--- src/rtl/apb_ctrl_pkg.sv ---
// rtl/apb_ctrl_pkg.sv - shared FSM states, slave count and select decoder for the APB master
package apb_ctrl_pkg;

   typedef enum logic [1:0] {
      IDLE   = 2'd0,
      SETUP  = 2'd1,
      ACCESS = 2'd2
   } apb_state_e;

   localparam int APB_NUM_SLAVES = 8;

   // One-hot slave select from a 3-bit slave index.
   function automatic logic [APB_NUM_SLAVES-1:0] apb_slave_dec(input logic [2:0] idx);
      logic [APB_NUM_SLAVES-1:0] sel;
      sel      = '0;
      sel[idx] = 1'b1;
      return sel;
   endfunction

endpackage

--- src/rtl/apb_rr_arbiter.sv ---
// rtl/apb_rr_arbiter.sv - round-robin requester arbiter with pointer advanced on accept
module apb_rr_arbiter #(
   parameter int NUM_REQ = 2,
   parameter int IDX_W   = 1
) (
   input  logic               clk_i,
   input  logic               rst_ni,
   input  logic [NUM_REQ-1:0] req_i,
   input  logic               accept_i,
   output logic [NUM_REQ-1:0] gnt_o,
   output logic [IDX_W-1:0]   gnt_idx_o
);

   logic [IDX_W-1:0] ptr_q, ptr_d;

   // First asserted request at or after the pointer wins, wrapping around.
   always_comb begin
      int   j;
      logic found;
      j         = 0;
      found     = 1'b0;
      gnt_o     = '0;
      gnt_idx_o = '0;
      for (int k = 0; k < NUM_REQ; k++) begin
         j = int'(ptr_q) + k;
         if (j >= NUM_REQ) j = j - NUM_REQ;
         if (!found && req_i[j]) begin
            found     = 1'b1;
            gnt_o[j]  = 1'b1;
            gnt_idx_o = IDX_W'(j);
         end
      end
   end

   // After an accepted grant the pointer moves just past the winner.
   always_comb begin
      int nxt;
      nxt = int'(gnt_idx_o) + 1;
      if (nxt >= NUM_REQ) nxt = 0;
      ptr_d = accept_i ? IDX_W'(nxt) : ptr_q;
   end

   // Pointer register; restarts at requester 0.
   always_ff @(posedge clk_i or negedge rst_ni) begin
      if (!rst_ni) ptr_q <= '0;
      else         ptr_q <= ptr_d;
   end

endmodule

--- src/rtl/apb_master_arbiter.sv ---
// rtl/apb_master_arbiter.sv - multi-requester APB master, optional ACCESS timeout via APB_TIMEOUT_EN
module apb_master_arbiter
   import apb_ctrl_pkg::*;
#(
   parameter int ADDR_WIDTH     = 32,
   parameter int DATA_WIDTH     = 32,
   parameter int NUM_REQ        = 2,
   parameter int SEL_LSB        = 12,
   parameter int TIMEOUT_CYCLES = 16
) (
   input  logic                          pclk,
   input  logic                          presetn,
   input  logic [NUM_REQ-1:0]            req_valid,
   output logic [NUM_REQ-1:0]            req_ready,
   input  logic [NUM_REQ*ADDR_WIDTH-1:0] req_addr,
   input  logic [NUM_REQ-1:0]            req_write,
   input  logic [NUM_REQ*DATA_WIDTH-1:0] req_wdata,
   output logic [NUM_REQ-1:0]            rsp_valid,
   output logic [DATA_WIDTH-1:0]         rsp_rdata,
   output logic                          rsp_err,
   output logic [APB_NUM_SLAVES-1:0]     psel,
   output logic [ADDR_WIDTH-1:0]         paddr,
   output logic                          pwrite,
   output logic                          penable,
   output logic [DATA_WIDTH-1:0]         pwdata,
   input  logic [DATA_WIDTH-1:0]         prdata,
   input  logic                          pready,
   input  logic                          pslverr
);

   localparam int IDX_W = (NUM_REQ > 1) ? $clog2(NUM_REQ) : 1;
   localparam logic [1:0] ST_IDLE   = IDLE;
   localparam logic [1:0] ST_SETUP  = SETUP;
   localparam logic [1:0] ST_ACCESS = ACCESS;

   logic [1:0]                state_q, state_d;
   logic [IDX_W-1:0]          gidx_q, arb_idx;
   logic [NUM_REQ-1:0]        arb_gnt, gnt_onehot;
   logic [APB_NUM_SLAVES-1:0] psel_q;
   logic [ADDR_WIDTH-1:0]     paddr_q, win_addr;
   logic [DATA_WIDTH-1:0]     pwdata_q, win_wdata, rsp_rdata_q;
   logic [NUM_REQ-1:0]        rsp_valid_q;
   logic                      pwrite_q, penable_q, rsp_err_q, win_write;
   logic                      hs, done, timeout_hit;

   apb_rr_arbiter #(.NUM_REQ(NUM_REQ), .IDX_W(IDX_W)) u_arb (
      .clk_i     (pclk),
      .rst_ni    (presetn),
      .req_i     (req_valid),
      .accept_i  (hs),
      .gnt_o     (arb_gnt),
      .gnt_idx_o (arb_idx)
   );

   // Only the arbitration winner sees ready, and only while idle and out of reset.
   assign req_ready = (presetn && state_q == ST_IDLE) ? arb_gnt : '0;
   assign hs        = presetn && (state_q == ST_IDLE) && (|req_valid);
   assign done      = (state_q == ST_ACCESS) && (pready || timeout_hit);

   // Select the winning requester's command fields.
   always_comb begin
      win_addr  = '0;
      win_wdata = '0;
      win_write = 1'b0;
      for (int i = 0; i < NUM_REQ; i++) begin
         if (arb_gnt[i]) begin
            win_addr  = req_addr[i*ADDR_WIDTH +: ADDR_WIDTH];
            win_wdata = req_wdata[i*DATA_WIDTH +: DATA_WIDTH];
            win_write = req_write[i];
         end
      end
   end

   // Completion pulse goes back to the requester that owns the transfer.
   always_comb begin
      gnt_onehot         = '0;
      gnt_onehot[gidx_q] = 1'b1;
   end

`ifdef APB_TIMEOUT_EN
   localparam int CNT_W = $clog2(TIMEOUT_CYCLES + 1);
   logic [CNT_W-1:0] to_cnt_q;

   assign timeout_hit = (state_q == ST_ACCESS) && !pready &&
                        (to_cnt_q == CNT_W'(TIMEOUT_CYCLES - 1));

   // Count consecutive pready-low ACCESS cycles; zero in every other state.
   always_ff @(posedge pclk or negedge presetn) begin
      if (!presetn)                                     to_cnt_q <= '0;
      else if (state_q == ST_ACCESS && !pready && !timeout_hit) to_cnt_q <= to_cnt_q + 1'b1;
      else                                              to_cnt_q <= '0;
   end
`else
   logic unused_timeout_cfg;
   assign unused_timeout_cfg = (TIMEOUT_CYCLES == 0);
   assign timeout_hit        = 1'b0;
`endif

   // IDLE -> SETUP on handshake, SETUP -> ACCESS always, ACCESS -> IDLE on completion.
   always_comb begin
      state_d = state_q;
      case (state_q)
         ST_IDLE:   if (hs)   state_d = ST_SETUP;
         ST_SETUP:            state_d = ST_ACCESS;
         ST_ACCESS: if (done) state_d = ST_IDLE;
         default:             state_d = ST_IDLE;
      endcase
   end

   // APB bus registers and response registers; reset drops any in-flight transfer.
   always_ff @(posedge pclk or negedge presetn) begin
      if (!presetn) begin
         state_q     <= ST_IDLE;
         gidx_q      <= '0;
         psel_q      <= '0;
         paddr_q     <= '0;
         pwrite_q    <= 1'b0;
         penable_q   <= 1'b0;
         pwdata_q    <= '0;
         rsp_valid_q <= '0;
         rsp_rdata_q <= '0;
         rsp_err_q   <= 1'b0;
      end else begin
         state_q     <= state_d;
         rsp_valid_q <= '0;
         rsp_rdata_q <= '0;
         rsp_err_q   <= 1'b0;
         if (hs) begin
            gidx_q   <= arb_idx;
            paddr_q  <= win_addr;
            pwrite_q <= win_write;
            psel_q   <= apb_slave_dec(win_addr[SEL_LSB+2:SEL_LSB]);
            if (win_write) pwdata_q <= win_wdata;
         end
         if (state_q == ST_SETUP) penable_q <= 1'b1;
         if (done) begin
            psel_q      <= '0;
            penable_q   <= 1'b0;
            rsp_valid_q <= gnt_onehot;
            rsp_rdata_q <= (pwrite_q || timeout_hit) ? '0 : prdata;
            rsp_err_q   <= timeout_hit ? 1'b1 : pslverr;
         end
      end
   end

   assign psel      = psel_q;
   assign paddr     = paddr_q;
   assign pwrite    = pwrite_q;
   assign penable   = penable_q;
   assign pwdata    = pwdata_q;
   assign rsp_valid = rsp_valid_q;
   assign rsp_rdata = rsp_rdata_q;
   assign rsp_err   = rsp_err_q;

endmodule

--- config.mk ---
export PLATFORM = sky130hd
export DESIGN_NAME = apb_master_arbiter
export DESIGN_NICKNAME = d
export VERILOG_FILES = /design/src/rtl/apb_ctrl_pkg.sv /design/src/rtl/apb_rr_arbiter.sv /design/src/rtl/apb_master_arbiter.sv
export SDC_FILE = /design/constraint.sdc
export NUM_CORES = 1
export LEC_CHECK = 0
export BUFFER_PORTS_ARGS = -buffer_cell sky130_fd_sc_hd__clkbuf_2
export CORE_AREA = 2 2 107 109
export DETAILED_ROUTE_END_ITERATION = 10
export DIE_AREA = 0 0 109 111
export PLACE_DENSITY = 0.81
export SLEW_MARGIN = 40
export SYNTH_ARGS = -nofsm -noshare
export SYNTH_HDL_FRONTEND = slang
export SYNTH_SLANG_ARGS = --single-unit
--- constraint.sdc ---
create_clock -name pclk -period 4.65 [get_ports pclk]
set_input_delay 0.465 -clock pclk [delete_from_list [all_inputs] [get_ports pclk]]
set_output_delay 0.465 -clock pclk [all_outputs]
set_load 0.05 [all_outputs]
==> results.yml <==
run_status:
  outcome: "completed"
hold_path:
  min_path_type: "input pin to asynchronous set/reset pin"
setup_path:
  max_stage_delay_ps: 600
  path_buf_inv: 2
  crit_fanout: 66
  required_ps: 4180
  crit_family: "buffers and inverters"
  path_cells: "a21boi_4, buf_4, and2_1, clkbuf_2"
  arrival_ps: 2250
  critPathLaunchType: "register"
  criticalPathCategory: "register to output pin"
  rr_worst_depth: 7
  end_kind: "output pin"
  crit_slowest_cell: "buf_4"
  cp.depth: 4
power_and_ir_drop:
  power_frac_clock: 0.249
  p_total_uw: 5040
  p_sw_uw: 2260
  ir_worst_vdd_mv: 0.431
  seqPwrFrac: 0.300
  power_density_nw_per_um2: 729
  pwr-share-comb: 0.451
  p_int_uw: 2780
  power_leakage_uw: 0.00369
  sw_frac_of_total: 0.448
die:
  ios: 279
  initial_core_util: 0.440
  die_w_um: 109
  core_area_sq_um: 11100
  die_height_um: 111
  rows: 39
  die_area_sq_um: 12100
clocking:
  cts_buffers: 17
  post_cts_buffers: 0
  clk_path_buf_depth: 2
  hold_buffers: 0
  cts.clk_slew.worst_paths_ps: 50
  cts_root_buf: "clkbuf_16"
  cts_tree: "yes"
  postCtsResizedCells: 0
  h-tree-depth: 4
  clk_latency_ps: 400
  clock_sink_count: 113
placement:
  hpwlAfterDp_um: 9830
  pre_cts_slack_ps: 1960
  io_buffers: 278
  dpl.cell_count: 775
  gp_congestion: 0.810
sta:
  finalSetupViolCount: 0
  fmax_ghz: 0.368
  final.setup.tns_ps: 0
  layout_min_cycle_time_ps: 2710
  hold_violations: 0
  whs_ps: 213
  relSlewSlack: 0.526
  rsz0062_at_grt: "no"
  fin_ws_ps: 1940
  final_max_slew_viol_count: 0
  worst_pin_slew_ps: 710
  fin_skew_ps: 6.54
  fin_crit_sh: 0.584
logic_synthesis:
  synth_edf_count: 0
  ys_warn_count: 0
  synthCells: 376
  synth_most_common_cell: "dfrtp_1"
  synth.top_cells.by_count: "dfrtp_1 (113), nor2_1 (63), a22o_1 (34)"
  synth_area_sq_um: 4870
  syn-num-nets: 544
  yosysUniqueCellTypes: 36
  synthArstFlopShare: 1.00
  synth_top_area_frac: 0.580
  yosysTopAreaCell: "dfrtp_1"
  postSynthAreaPerCell_sq_um: 13.0
  ys_ff_latch: 113
  synth_area_leaders: "dfrtp_1 (58%), mux2_4 (8.9%), a22o_1 (6.1%), a221oi_1 (5.2%), nor2_1 (4.9%)"
  synth-seq-area-share: 0.580
  yosys_most_used_dff: "dfrtp_1"
global_routing:
  grt_pass1_wl_um: 20400
  grtUsageTotal: 0.221
  grt_overflow: 0
  grt_start_max_net_pins: 67
  grt_pass1_vias: 4207
  antenna_found_initial: 0
detailed_routing:
  post_drt_wl_per_cell_um: 16.3
  ant_nets: 0
  drt-total-wl_um: 13200
  drc: 0
  firstDrtPassIters: 4
  drt_iter0_drc: 173
  vias: 4091
  vias_per_cell: 5.07
cells_and_area:
  num_antenna_cells: 0
  fin_cells: 807
  nets: 819
  drive_above_1_share: 0.533
  area_growth_pct: 41.7
flow_run:
  maxCapViolCount: 0
[through the flow]
stage / area [sq um] / util
after global placement: 6270 / 0.566
after detailed placement: 6330 / 0.571
final: 6910 / 0.624
after CTS: 6900 / 0.623
after global routing: 6910 / 0.624
after floorplan: 4870 / -
[worst paths after layout]
path                                               from                endpoint  slack, ps
worst max register to register   state_q[0]$_DFFE_PN0P_  pwdata[31]$_DFFE_PN0P_       1970
worst max-delay path            u_arb.ptr_q$_DFFE_PN0P_            req_ready[0]       1940
max in group asynchronous                       presetn  rsp_rdata[2]$_DFF_PN0_       3460
worst min register to register       gidx_q$_DFFE_PN0P_  rsp_valid[0]$_DFF_PN0_        470
worst min-delay path                            presetn   paddr[16]$_DFFE_PN0P_        210
min in group pclk                             prdata[9]  rsp_rdata[9]$_DFF_PN0_        260
[per-layer routing]
layer,track usage,routed length [um],share of wire
met1,0.255,5130,0.39
met2,0.361,6500,0.49
met3,0.0811,1160,0.088
met4,0.102,389,0.030
met5,0,0,0
[power groups by stage]
stage | sequential (uW) | combinational (uW) | clock (uW)
3_3_place_gp | 1520 | 2230 | 0
2_1_floorplan | 2620 | 622 | 0
3_5_place_dp | 1530 | 2280 | 0
5_1_grt | 1560 | 2380 | 1330
6_report | 1510 | 2270 | 1250
4_1_cts | 1520 | 2290 | 1280
[layout make-up]
type | count | area [sq um]
inverter | 2 | 7.51
clock inverter | 5 | 75.1
tap | 143 | 179
clock buffer | 27 | 503
fill | 892 | 4170
sequential | 113 | 2830
multi-input combinational | 232 | 1830
timing repair buffer | 285 | 1490
[cells by family (layout without fill, tap and decap cells)]
logic type,count (synthesis),in the layout,synth area share
flip-flops,113,113,0.580
AND/OR/NAND/NOR,113,113,0.116
buffers and inverters,31,319,0.0480
AO/OA/AOI/OAI,86,86,0.158
multiplexers,33,33,0.0983
[registers in the layout, indices dropped and copies added, names as in the netlist]
signal       cells
state_q          2
pwrite           1
paddr           32
penable          1
rsp_rdata       32
psel             8
rsp_valid        2
pwdata          32
gidx_q           1
rsp_err          1
u_arb.ptr_q      1
[placed cells by master, fill, tap and decap left out, drive strengths merged]
cell type,count
a21boi,1
buf,8
dfrtp,113
nor2b,1
nor2,65
and3,1
a31oi,1
inv,2
a21o,4
o2bb2ai,2
nand2,5
nor3b,3
nor3,2
and2,34
a221oi,29
clkinv,3
a22o,34
a32oi,4
bufinv,2
o21ai,3
a32o,5
a21oi,3
nand2b,2
clkbuf,304
mux2,32
mux2i,1
[worst reg2reg max path, cell delays in order (launching register included)]
cell	delay, ps
dfrtp_1	490
nor3b_4	370
o21ai_4	240
buf_16	230
nor2_4	490
buf_16	250
buf_4	190
mux2_4	310
Note: power is estimated with default switching activity, not from simulation.
